File: src/rtl/fpu_pkg.sv
// Shared FPU definitions: binary32 field widths, bias and exponent limits,
// the canonical quiet NaN, rounding-mode encoding and the divider FSM states.
package fpu_pkg;

    localparam int EXP_W    = 8;
    localparam int FRC_W    = 23;
    localparam int EXP_BIAS = 127;
    localparam int EXP_MAX  = 255;
    localparam int Q_BITS   = 26;   // 1 integer + 23 fraction + guard + round
    localparam int CNT_W    = 5;

    localparam logic [31:0] QNAN = 32'h7FC00000;

    typedef enum logic [2:0] {
        RM_RNE = 3'b000,
        RM_RTZ = 3'b001,
        RM_RDN = 3'b010,
        RM_RUP = 3'b011,
        RM_RMM = 3'b100
    } rmode_e;

    typedef enum logic [1:0] {
        IDLE  = 2'd0,
        ITER  = 2'd1,
        ROUND = 2'd2,
        DONE  = 2'd3
    } div_state_e;

endpackage

File: src/rtl/fp_round32.sv
// fp_round32: rounds a normalised 24-bit significand (hidden bit at [23]) with
// guard/round/sticky bits, then applies the binary32 exponent range checks.
// Ports:
//   sign, mant[23:0], guard, rnd, sticky : value to round
//   exp_in (signed 10-bit biased exponent), r_mode[2:0]
//   result[31:0] : packed binary32 result
//   ovrf         : exponent overflowed (result per rounding mode)
//   udrf         : exponent underflowed (result flushed to signed zero)
module fp_round32
    import fpu_pkg::*;
(
    input  logic              sign,
    input  logic [23:0]       mant,
    input  logic              guard,
    input  logic              rnd,
    input  logic              sticky,
    input  logic signed [9:0] exp_in,
    input  logic [2:0]        r_mode,
    output logic [31:0]       result,
    output logic              ovrf,
    output logic              udrf
);

    logic              inexact;
    logic              round_up;
    logic [24:0]       mant_r;
    logic signed [9:0] exp_r;
    logic [22:0]       frc;
    logic [31:0]       inf_val;
    logic [31:0]       max_val;

    always_comb begin
        inexact = guard | rnd | sticky;
        case (r_mode)
            RM_RTZ:  round_up = 1'b0;
            RM_RDN:  round_up = sign & inexact;
            RM_RUP:  round_up = ~sign & inexact;
            RM_RMM:  round_up = guard;
            default: round_up = guard & (rnd | sticky | mant[0]);  // RNE and reserved codes
        endcase

        mant_r = {1'b0, mant} + {24'b0, round_up};
        // Carry-out means the significand rolled over to 2.0: renormalise.
        if (mant_r[24]) begin
            exp_r = exp_in + 10'sd1;
            frc   = mant_r[23:1];
        end else begin
            exp_r = exp_in;
            frc   = mant_r[22:0];
        end

        inf_val = {sign, 8'hFF, 23'h000000};
        max_val = {sign, 8'hFE, 23'h7FFFFF};

        result = {sign, exp_r[7:0], frc};
        ovrf   = 1'b0;
        udrf   = 1'b0;
        if (exp_r >= 10'(EXP_MAX)) begin
            ovrf = 1'b1;
            case (r_mode)
                RM_RTZ:  result = max_val;
                RM_RDN:  result = sign ? inf_val : max_val;
                RM_RUP:  result = sign ? max_val : inf_val;
                default: result = inf_val;
            endcase
        end else if (exp_r <= 10'sd0) begin
            result = {sign, 31'b0};
            udrf   = 1'b1;
        end
    end

endmodule

File: src/rtl/fp_div_seq.sv
// fp_div_seq: iterative binary32 divider Z = X / Y, radix-2 restoring,
// one quotient bit per cycle. Subnormal operands are treated as zero.
// Handshake: an operand pair is taken on an edge where in_valid && in_ready;
// a result is handed over on an edge where out_valid && out_ready. out_valid
// and the result/flags stay stable until accepted, and no new operands are
// taken until the result has been consumed.
// Ports:
//   clk, rst (synchronous, active high)
//   in_valid/in_ready, fp_X (dividend), fp_Y (divisor), r_mode
//   out_valid/out_ready, fp_Z (quotient), ovrf, udrf, dz, nv
module fp_div_seq
    import fpu_pkg::*;
(
    input  logic        clk,
    input  logic        rst,
    input  logic        in_valid,
    output logic        in_ready,
    input  logic [31:0] fp_X,
    input  logic [31:0] fp_Y,
    input  logic [2:0]  r_mode,
    output logic        out_valid,
    input  logic        out_ready,
    output logic [31:0] fp_Z,
    output logic        ovrf,
    output logic        udrf,
    output logic        dz,
    output logic        nv
);

    div_state_e        state_q, state_d;
    logic [CNT_W-1:0]  cnt_q, cnt_d;
    logic [25:0]       r_q, r_d;       // partial remainder
    logic [23:0]       my_q, my_d;     // divisor significand
    logic [25:0]       quo_q, quo_d;   // quotient bits, MSB first
    logic signed [9:0] ez_q, ez_d;
    logic              sz_q, sz_d;
    logic [2:0]        rmode_q, rmode_d;
    logic [31:0]       z_q, z_d;
    logic              ovrf_q, ovrf_d;
    logic              udrf_q, udrf_d;
    logic              dz_q, dz_d;
    logic              nv_q, nv_d;

    // Operand classification; exponent 0 means zero (subnormals flushed).
    logic [7:0]        ex, ey;
    logic [22:0]       fx, fy;
    logic              x_zero, y_zero, x_inf, y_inf, x_nan, y_nan;
    logic [23:0]       mx, my;
    logic signed [9:0] ez_base;
    logic              sz_in;

    assign ex      = fp_X[30:23];
    assign ey      = fp_Y[30:23];
    assign fx      = fp_X[22:0];
    assign fy      = fp_Y[22:0];
    assign x_zero  = (ex == 8'd0);
    assign y_zero  = (ey == 8'd0);
    assign x_inf   = (ex == 8'hFF) && (fx == 23'd0);
    assign y_inf   = (ey == 8'hFF) && (fy == 23'd0);
    assign x_nan   = (ex == 8'hFF) && (fx != 23'd0);
    assign y_nan   = (ey == 8'hFF) && (fy != 23'd0);
    assign mx      = {1'b1, fx};
    assign my      = {1'b1, fy};
    assign sz_in   = fp_X[31] ^ fp_Y[31];
    assign ez_base = $signed({2'b00, ex}) - $signed({2'b00, ey}) + 10'(EXP_BIAS);

    // One restoring step: the remainder is compared before doubling, so the
    // first step produces the integer quotient bit from mX itself.
    logic        q_bit;
    logic [25:0] r_sub;

    assign q_bit = (r_q >= {2'b00, my_q});
    assign r_sub = q_bit ? (r_q - {2'b00, my_q}) : r_q;

    logic [31:0] rnd_result;
    logic        rnd_ovrf, rnd_udrf;

    fp_round32 u_round (
        .sign   (sz_q),
        .mant   (quo_q[25:2]),
        .guard  (quo_q[1]),
        .rnd    (quo_q[0]),
        .sticky (|r_q),
        .exp_in (ez_q),
        .r_mode (rmode_q),
        .result (rnd_result),
        .ovrf   (rnd_ovrf),
        .udrf   (rnd_udrf)
    );

    always_comb begin
        state_d = state_q;
        cnt_d   = cnt_q;
        r_d     = r_q;
        my_d    = my_q;
        quo_d   = quo_q;
        ez_d    = ez_q;
        sz_d    = sz_q;
        rmode_d = rmode_q;
        z_d     = z_q;
        ovrf_d  = ovrf_q;
        udrf_d  = udrf_q;
        dz_d    = dz_q;
        nv_d    = nv_q;

        case (state_q)
            IDLE: begin
                if (in_valid) begin
                    sz_d    = sz_in;
                    rmode_d = r_mode;
                    if (x_nan || y_nan || (x_zero && y_zero) || (x_inf && y_inf)) begin
                        z_d     = QNAN;
                        nv_d    = 1'b1;
                        state_d = DONE;
                    end else if (x_inf) begin
                        z_d     = {sz_in, 8'hFF, 23'd0};
                        state_d = DONE;
                    end else if (y_zero) begin
                        z_d     = {sz_in, 8'hFF, 23'd0};
                        dz_d    = 1'b1;
                        state_d = DONE;
                    end else if (x_zero || y_inf) begin
                        z_d     = {sz_in, 31'd0};
                        state_d = DONE;
                    end else begin
                        my_d    = my;
                        cnt_d   = '0;
                        quo_d   = '0;
                        state_d = ITER;
                        // Pre-scale so the quotient lands in [1,2).
                        if (mx < my) begin
                            r_d  = {1'b0, mx, 1'b0};
                            ez_d = ez_base - 10'sd1;
                        end else begin
                            r_d  = {2'b00, mx};
                            ez_d = ez_base;
                        end
                    end
                end
            end
            ITER: begin
                r_d   = r_sub << 1;
                quo_d = {quo_q[24:0], q_bit};
                cnt_d = cnt_q + 1'b1;
                if (cnt_q == CNT_W'(Q_BITS - 1)) begin
                    state_d = ROUND;
                end
            end
            ROUND: begin
                z_d     = rnd_result;
                ovrf_d  = rnd_ovrf;
                udrf_d  = rnd_udrf;
                state_d = DONE;
            end
            DONE: begin
                if (out_ready) begin
                    ovrf_d  = 1'b0;
                    udrf_d  = 1'b0;
                    dz_d    = 1'b0;
                    nv_d    = 1'b0;
                    state_d = IDLE;
                end
            end
            default: state_d = IDLE;
        endcase
    end

    always_ff @(posedge clk) begin
        if (rst) begin
            state_q <= IDLE;
            cnt_q   <= '0;
            r_q     <= '0;
            my_q    <= '0;
            quo_q   <= '0;
            ez_q    <= '0;
            sz_q    <= 1'b0;
            rmode_q <= '0;
            z_q     <= '0;
            ovrf_q  <= 1'b0;
            udrf_q  <= 1'b0;
            dz_q    <= 1'b0;
            nv_q    <= 1'b0;
        end else begin
            state_q <= state_d;
            cnt_q   <= cnt_d;
            r_q     <= r_d;
            my_q    <= my_d;
            quo_q   <= quo_d;
            ez_q    <= ez_d;
            sz_q    <= sz_d;
            rmode_q <= rmode_d;
            z_q     <= z_d;
            ovrf_q  <= ovrf_d;
            udrf_q  <= udrf_d;
            dz_q    <= dz_d;
            nv_q    <= nv_d;
        end
    end

    assign in_ready  = (state_q == IDLE);
    assign out_valid = (state_q == DONE);
    assign fp_Z      = z_q;
    assign ovrf      = ovrf_q;
    assign udrf      = udrf_q;
    assign dz        = dz_q;
    assign nv        = nv_q;

endmodule
File: config.mk
export PLATFORM = sky130hd
export DESIGN_NAME = fp_div_seq
export DESIGN_NICKNAME = d
export VERILOG_FILES = /design/src/rtl/fpu_pkg.sv /design/src/rtl/fp_round32.sv /design/src/rtl/fp_div_seq.sv
export SDC_FILE = /design/constraint.sdc
export NUM_CORES = 1
export LEC_CHECK = 0
export CAP_MARGIN = 10
export CORE_MARGIN = 8
export CORE_UTILIZATION = 35
export CTS_CLUSTER_SIZE = 40
export DETAILED_ROUTE_END_ITERATION = 8
export SLEW_MARGIN = 20
export SYNTH_ARGS = -nofsm -noshare
export SYNTH_HDL_FRONTEND = slang
export SYNTH_SLANG_ARGS = --single-unit
export TNS_END_PERCENT = 30
File: constraint.sdc
create_clock -name clk -period 3.3 [get_ports clk]
set_clock_uncertainty 0.1 [all_clocks]
set_input_delay 0.99 -clock clk [delete_from_list [all_inputs] [get_ports clk]]
set_output_delay 0.99 -clock clk [all_outputs]
set_load 0.02 [all_outputs]
# Word level (Yosys, flattened, before mapping)

Index checks and enable logic that the tools add are counted.

Add/subtract/negate cells: 7
Reductions and logical operators: 30
Equality and inequality tests: 20
Bitwise gates (word level): 13
Magnitude comparators: 4
Muxes and demuxes: 57

Operators with widths:

| kind                  | number |
|---|---|
| $mux 26               | 10 |
| $mux 32               | 8 |
| $pmux 26 s2           | 2 |
| $pmux 32 s3           | 1 |
| $pmux 32 s2           | 1 |
| $mux 25               | 2 |
| $logic_not 23->1      | 2 |
| $reduce_bool 23->1    | 2 |
| $mux 31               | 1 |
| $ge 26x24->1          | 1 |
| $reduce_or 26->1      | 1 |
| $add 24x1->25         | 1 |
| $mux 5                | 5 |
| $sub 25x24->25        | 1 |
| $lt 24x24->1          | 1 |
| $mux 23               | 1 |
| $mux 10               | 2 |
| $reduce_and 6->1      | 3 |
| $eq 8x8->1 const B    | 2 |
| $logic_not 8->1       | 2 |
| $mux 2                | 7 |
| $ne 2x2->1 const B    | 6 |
| $add 10x2->10 const B | 1 |
| $add 9x8->10 const B  | 1 |
| other kinds (29)      | 67 |

Output and inout port bits: 38
Register bits: 133

# Longest topological paths before layout

Gate-level depths: netlist of the first run.

Word-level depth: 11
Depth in mapped cells: 16
Gate-level depth less buffers: 15

# Modules after synthesis

Synthesis of the first run repeated with hierarchy kept, for this count alone.

Cells, all modules: 1,346
Area total of the unflattened synthesis: 10,146.0 sq um

By module, submodules not included:

| module     | area an instance (sq um) | sequential area each (sq um) | instances | cells each |
|---|---|---|---|---|
| fp_div_seq | 8,693.3                  | 2,662.6                      | 1         | 1,131 |
| fp_round32 | 1,452.6                  | 0.0                          | 1         | 215 |

# Worst setup path before layout of the first run

OpenSTA, ideal clock, no wires.

Path type: reg2reg
From: reg rmode_q[2]
To: reg z_q[22] (netlist: fp_Z[22])
Path slack: -303 ps
Cell stages (with the launch flop): 16
Data arrival time: 3,399 ps
Setup time: 103 ps
Path buffers: 0
Clock period less this slack: 3,603 ps
Cells stage by stage: dfxtp_1 -> and3b_1 -> ha_1 -> nand3b_1 -> a22oi_1 -> ha_1 -> ha_1 -> and3_1 -> nand4_4 -> nor4_4 -> nand3_1 -> xor2_2 -> o31ai_2 -> a21oi_4 -> nand4bb_1 -> a2111oi_2

Longest elaborated chain between the ends: 8

Ends and longest elaborated chain:

| element                                  | line              | RTL |
|---|---|---|
| start, declared                          | fp_div_seq.sv:37  | `logic [2:0] rmode_q, rmode_d;` |
| start signal, assigned                   | fp_div_seq.sv:191 | `rmode_q <= rmode_d;` |
| $eq 3x3->1, or another cell as far along | fp_round32.sv:34  | `case (r_mode)` |
| $pmux 1 s4                               | fp_round32.sv:34  |  |
| $add 24x1->25                            | fp_round32.sv:42  | `mant_r = {1'b0, mant} + {24'b0, round_up};` |
| $mux 10                                  | fp_round32.sv:44  | `if (mant_r[24]) begin` |
| $le 10x1->1                              | fp_round32.sv:66  | `end else if (exp_r <= 10'sd0) begin` |
| $mux 31                                  | fp_round32.sv:66  |  |
| $mux 32 *                                | fp_round32.sv:58  | `if (exp_r >= 10'(EXP_MAX)) begin` |
| $pmux 32 s2 *                            | fp_div_seq.sv:106 | `case (state_q)` |
| end signal, assigned                     | fp_div_seq.sv:192 | `z_q <= z_d;` |
| end, declared                            | fp_div_seq.sv:38  | `logic [31:0] z_q, z_d;` |

Mark *: on every way between the ends. The rest lies on a longest branch, timed or not.
A chain may end at the register's enable or synchronous reset.

# Worst setup path in the final report of the first run

From: reg rmode_q[1]
To: reg z_q[31] (netlist: fp_Z[31])

Longest elaborated chain between the ends: 7

Ends and longest elaborated chain:

| element                                  | line |
|---|---|
| $eq 3x3->1, or another cell as far along | fp_round32.sv:34 |
| $pmux 1 s4                               | fp_round32.sv:34 |
| $add 24x1->25                            | fp_round32.sv:42 |
| $mux 10                                  | fp_round32.sv:44 |
| $ge 10x9->1                              | fp_round32.sv:58 |
| $mux 32 *                                | fp_round32.sv:58 |
| $pmux 32 s2 *                            | fp_div_seq.sv:106 |

Marks and branches as above.

==> run metrics, run 1 <==
Worst Setup Path Type=reg -> reg; Commonest cells post-synth=nand2_1, dfxtp_1, a21oi_1; sequential share of the synthesized area=28.13%; Least-Margin Pin Slew=0.7870 ns; hold depth=2; Vias=10079; top-count cell post-synth=nand2_1; CP delay by family, top=simple AND/OR/NAND/NOR gates; Final Critical Period=3.588 ns; CTS H-tree depth=4; vias in the first global route=10123; remaining global-route overflow=0; Initial Util=35.42%; leak pwr=5.702 nW; Most used DFF post-synth=dfxtp_1; clk root buf=clkbuf_16; # diodes=0; final setup fails=34; slowest CP cell=nor3_4; Fin Setup TNS=-7.797 ns; Synth async-reset ratio=0%; Cells after Synth=1235; WHS Endpoint=my_q[7]; R2R Setup Slk=-0.29 ns; Rows=60; Initial DRC Count=727; Crit path required time=3.55 ns; first-pass GRT wire length=51.39 mm; Detailed Place HPWL=24.16 mm; hold_sp=my_q[7]; die footprint=32570 µm²; synth top area cells=dfxtp_1, ha_1, a21oi_1, nand2_1, inv_1; PwrDens=803.5 nW/µm²; Tcrit/Tclk final=108.7%; RR Startpoint=rmode_q[1]; DRC Markers=0; # port buffers=108; worst-path maximum fanout=5; Yosys warning total=0; post-synth cell types=78; max incr delay on CP=0.34 ns; clock latency on the worst-skew pair=0.43 ns; crit path DAT=3.84 ns; clk buf depth=2; WL/cell=16.65 µm; maximum vdd drop=0.0004747 V; Hold-fix buffers, CTS=0; Placer Congestion=0.8896; Area Overhead vs Synth=45.33%; Fin. Hold Viols=0; CTS buffer count=17; Slew headroom=47.54%; TritonCTS clock tree=built; Pre-antenna DRT Iters=5; share of post-route cells with drive strength above 1=24.90%; Crit. End Element=flip-flop; final wirelength=31.61 mm; FF+latch count, synth=133; Post-Synthesis Cell Area=9467 µm²; vias per cell=5.308; largest net degree at the start of global routing=43; worst reg-to-reg path cell count=18; Max-cap violations=0; Ports=109; antenna violations before repair=0; Die Span Y=180.5 µm; GRT Total Usage=18.94%; fmax=278.7 MHz; DP Worst Slack=-0.8163 ns; Critical R2R Capture=fp_Z[31]; outcome=finished with violations; Synth Area per Inst=7.665 µm²; final setup margin=-0.2885 ns; Die X=180.5 µm; Reg clk slew, reported paths=0.06 ns; Num Clock Sinks=133; CP dominant cell by count=buf_6; failing checks=setup timing; Max Slew Vio Count=0; fin nets=1685; worst hold path class=reg -> reg; Post-Syn Nets=1374; Antenna Nets Post-Route=0; number of synthesized flops with an enable pin=0; share of the synthesized area in the top cell type=28.13%; RSZ-0062 raised after global routing=true; Buf/Inv on CP=3; crit start category=flip-flop; post-synth top area cell=dfxtp_1; crit-path cells=and3b_1 > ha_1 > nand3b_1 > a22oi_2 > ha_2 > ha_4 > and3_4 > nand4_4 > nor3_4 > buf_6 > mux2i_2 > a31o_2 > nand2_4 > buf_6 > buf_4 > o31ai_4 > a21oi_2 > o22ai_1; core box area=26730 µm²
==> sequential cells by signal, summed over array words and instances (netlist names) <==
signal and count:
ez_q 10, udrf 1, quo_q 26, state_q 2, sz_q 1, fp_Z 32, r_q 26, ovrf 1
cnt_q 5, nv 1, my_q 24, rmode_q 3, dz 1
==> worst min-delay path, stage by stage, from the launching register on <==
cell and delay [ns]:
dfxtp_1 0.31, nand2_1 0.05, a21oi_1 0.05
==> worst max path at each step <==
stage,depth (start not counted),to,from,slack [ns]
2_1_floorplan,15,fp_Z[22],rmode_q[2],-0.11
4_1_cts,15,fp_Z[22],rmode_q[0],-0.28
3_3_place_gp,12,ez_q[9],fp_Y[23],-0.71
5_1_grt,16,udrf,rmode_q[0],-0.42
6_report,18,fp_Z[31],rmode_q[1],-0.29
3_5_place_dp,12,ez_q[8],fp_Y[23],-0.82
==> area by class of cell <==
class / count / area, µm²
clock inverter: 12 / 100.1
multi-input combinational: 954 / 6731
clock buffer: 19 / 432.9
inverter: 86 / 322.8
fill: 2546 / 12970
tap: 341 / 426.7
timing repair buffer: 354 / 3078
sequential: 133 / 2666
==> layout by cell type (no fill, tap or decap), drive strengths merged, types with 22 or more instances in the layout <==
master,count
xor2,33
inv,88
dfxtp,133
clkdlybuf4s50,100
nor4,22
xnor2,36
mux2i,32
ha,66
nand4,32
nor2,83
nand3,52
nor3,24
o21ai,64
nand2,162
a21oi,127
buf,247
==> timing repair <==
item,in CTS,in global routing
setup buffers,12,4
gates cloned,1,3
pin swaps,22,32
setup endpoints to repair,58,91
resized for setup,64,52
hold endpoints to repair,0,0
==> routing by layer <==
layer,track usage (%),routed length [µm],up-vias
li1,-,-,5085
met1,24.11,14670,4697
met2,31.75,14910,248
met3,3.710,1417,49
met4,5.919,615,0
met5,0,0,-
==> report_power, final <==
part,internal (mW),total (mW),switching (mW)
Clock,0.970,1.76,0.792
Combinational,3.25,7.16,3.91
Sequential,1.89,2.13,0.240
Total,6.11,11.1,4.94
==> through the flow <==
stage	cells	total power [mW]	instance area [µm²]	utilization, %	hold WS (ns)
final	1899	11.06	13760	51.48	0.3535
after global routing	1899	11.91	13760	51.48	0.3762
after CTS	1892	10.84	13450	50.34	0.3562
after detailed placement	1848	8.862	12590	47.11	0.3463
after global placement	1848	8.787	12590	47.11	0.3352
after floorplan	1235	6.294	9553	-	0.3273
==> cells by family after synthesis <==
group	count (synthesis)	synth area share, %
compound gates	334	22.59
xor+xnor	70	6.701
fa+ha+maj	68	9.146
buf+inv	149	6.159
flops	133	28.13
mux	36	3.899
simple gates	445	23.38
Power figures use the tool's default switching activity.
==> run 2: changes to the inputs <==
--- a/config.mk
+++ b/config.mk
@@ -5,6 +5,7 @@
 export SDC_FILE = /design/constraint.sdc
 export NUM_CORES = 1
 export LEC_CHECK = 0
+export ABC_AREA = 1
 export CAP_MARGIN = 10
 export CORE_MARGIN = 8
 export CORE_UTILIZATION = 35
==> run metrics, run 2 <==
Num Clock Sinks=133 (unchanged); Die Span Y=190.2 µm (+5.4%); Worst Setup Path Type=reg -> reg; max incr delay on CP=0.32 ns (-0.02 ns); post-synth top area cell=dfxtp_1; Antenna Nets Post-Route=0 (unchanged); share of post-route cells with drive strength above 1=20.33% (-4.6 points); # port buffers=108 (unchanged); Most used DFF post-synth=dfxtp_1; Cells after Synth=1720 (+39%); max reg flops=32 (unchanged); maximum vdd drop=0.0005313 V (+12%); Max Slew Vio Count=0 (unchanged); CP delay by family, top=simple AND/OR/NAND/NOR gates; PwrDens=793.5 nW/µm² (-1.2%); largest family of logic cells by synthesized area=simple AND/OR/NAND/NOR gates; Synth Area per Inst=6.178 µm² (-19%); clock latency on the worst-skew pair=0.44 ns (about the same); sequential share of the synthesized area=25.06% (-3.1 points); Post-Layout Inst Area=14980 µm² (+8.9%); XOR/XNOR share of the synthesized area=3.462% (-3.2 points); final wirelength=33.76 mm (+6.8%); Initial Util=35.11% (-0.31 points); leak pwr=7.065 nW (+24%); complex-gate fraction of the synthesized area=16.70% (-5.9 points); final setup margin=-0.1513 ns (+0.1372 ns); Ports=109 (unchanged); Least-Margin Pin Slew=0.7694 ns (-0.01753 ns); vias per cell=4.944 (-6.9%); # diodes=0 (unchanged); Post-Syn Nets=1859 (+35%); Tcrit/Tclk final=104.6% (-4.2 points); Slew headroom=48.71% (+1.2 points); vias in the first global route=11471 (+13%); Post-Synthesis Cell Area=10630 µm² (+12%); WL/cell=13.96 µm (-16%); Detailed Place HPWL=25.62 mm (+6.1%); synth top area cells=dfxtp_1, nand2_1, inv_1, a21oi_1, nand3_1; Commonest cells post-synth=nand2_1, inv_1, a21oi_1; failing checks=setup timing; slowest CP cell=dfxtp_2; Crit path required time=3.49 ns (-0.06 ns); placed inst area=13490 µm² (+7.2%); Placer Congestion=0.9429 (+6.0%); fin nets=2148 (+27%); remaining global-route overflow=0 (unchanged); Max-cap violations=0 (unchanged); post-synthesis mux area share=0% (-3.9 points); crit path DAT=3.65 ns (-0.19 ns); leading cell types in the layout, fill and taps excluded=nand2_1, inv_1, buf_4, a21oi_1, nand3_1; Post-Synth Adder-Cell Area=8.148% (-1.0 points); Vias=11954 (+19%); antenna violations before repair=0 (unchanged); largest net degree at the start of global routing=70 (+63%); Synth async-reset ratio=0% (unchanged); final setup fails=34 (unchanged); post-synth cell types=47 (-40%); fmax=289.7 MHz (+4.0%); top-count cell post-synth=nand2_1; DRC Markers=0 (unchanged); die footprint=36190 µm² (+11%); Fin. Hold Viols=0 (unchanged); GRT Total Usage=18.34% (-0.61 points); Die X=190.2 µm (+5.4%); Initial DRC Count=678 (-6.7%); WHS Endpoint=fp_Z[13]; Final Critical Period=3.451 ns (-0.1372 ns); Pre-antenna DRT Iters=5 (unchanged); most common cell after layout, fill and taps aside=nand2_1; clk root buf=clkbuf_16; Crit. End Element=flip-flop; number of synthesized flops with an enable pin=0 (unchanged); CTS buffer count=17 (unchanged); worst hold path class=reg -> reg; worst-path maximum fanout=8 (+3); worst reg-to-reg path cell count=26 (+8); Rows=64 (+6.7%); post-synthesis simple-gate area fraction=34.51% (+11 points); first-pass GRT wire length=55.33 mm (+7.7%); TritonCTS clock tree=built; hold depth=2 (unchanged); Buf/Inv on CP=6 (+3); core box area=30270 µm² (+13%); R2R Setup Slk=-0.15 ns (+0.14 ns); crit start category=flip-flop; Area Overhead vs Synth=40.95%; Reg clk slew, reported paths=0.08 ns (+0.02 ns); Critical R2R Capture=fp_Z[5]; RSZ-0062 raised after global routing=true; outcome=finished with violations; share of the synthesized area in the top cell type=25.06% (-3.1 points); hold_sp=fp_Z[13]; CP dominant cell by count=nand3_1; RR Startpoint=r_q[24]; FF+latch count, synth=133 (unchanged); CTS H-tree depth=4 (unchanged); overall power=11.89 mW (+7.5%); Yosys warning total=0 (unchanged); clk buf depth=2 (unchanged)
==> run 2: cell count changes after synthesis, moves of 14 or more <==
| cell | previous run | this run |
|---|---|---|
| o21ai_0 | 43 | 112 |
| nor4_1 | 20 | 5 |
| nor2_1 | 83 | 128 |
| inv_1 | 84 | 242 |
| a22o_1 | 14 | 0 |
| nand3_1 | 52 | 167 |
| nand4_1 | 28 | 43 |
| mux2i_1 | 31 | 0 |
| a211oi_1 | 18 | 2 |
| xnor2_1 | 36 | 15 |
| nand2_1 | 160 | 427 |
| a21oi_1 | 124 | 172 |
==> run 2: through the flow <==
step                      setup slack (ns)  TNS [ns]  std cells  util (%)  hold WS [ns]
after floorplan                     0.1240         0       1720         -        0.3331
after global placement             -0.4610    -43.67       2354     44.58        0.3514
after detailed placement           -0.5046    -50.70       2354     44.58        0.3531
after CTS                         -0.06323   -0.9446       2402     47.65        0.3648
after global routing               -0.3735    -11.42       2418     49.48        0.3766
final                              -0.1513    -3.385       2418     49.48        0.3601
==> run 2: worst min-delay path, cell delays in order, from the launching register on <==
cell and delay, ns:
dfxtp_1 0.31, nand2_1 0.06, a21oi_1 0.05
==> run 2: power breakdown <==
part	internal [mW]	total (mW)	switching, mW
clock network	1.09	1.97	0.881
logic	3.16	7.79	4.63
registers	1.94	2.13	0.195
==> run 2: cell type report <==
cell class / instances / area (µm²)
Fill cell: 3061 / 15290
Timing Repair Buffer: 334 / 3003
Sequential cell: 133 / 2665
Multi-Input combinational cell: 1276 / 7266
Clock inverter: 15 / 187.7
Tap cell: 396 / 495.5
Inverter: 247 / 935.9
Clock buffer: 17 / 425.4
==> run 2: cells by family (layout without fill, tap and decap cells) <==
kind of cell             after synthesis  count (layout)
AO/OA/AOI/OAI                        332             332
XOR/XNOR                              42              42
adder cells (fa/ha/maj)               68              68
buffers and inverters                315             613
flip-flops                           133             133
AND/OR/NAND/NOR                      830             834
==> run 2: worst max path at each step <==
stage / startpoint / end / slack (ns) / cells after the start
3_3_place_gp: fp_Y[19] / quo_q[5] / -0.46 / 18
4_1_cts: r_q[25] / fp_Z[12] / -0.06 / 26
2_1_floorplan: r_q[24] / fp_Z[22] / 0.12 / 24
3_5_place_dp: fp_X[23] / ez_q[7] / -0.50 / 18
6_report: r_q[24] / fp_Z[5] / -0.15 / 26
5_1_grt: r_q[24] / fp_Z[19] / -0.37 / 26
==> run 2: layer usage <==
layer	part of all wire (%)	track usage, %	wire length, µm
met1	48	23.95	16050
met2	47	30.66	15780
met3	3.8	2.798	1277
met4	1.9	5.758	653
met5	0	0	0
==> run 2: what timing repair did <==
action	CTS	global route
gates cloned	3	2
buffers inserted	15	14
setup endpoints to repair	61	97
hold buffers	0	0
gates resized for setup	49	110
pin swaps	24	37
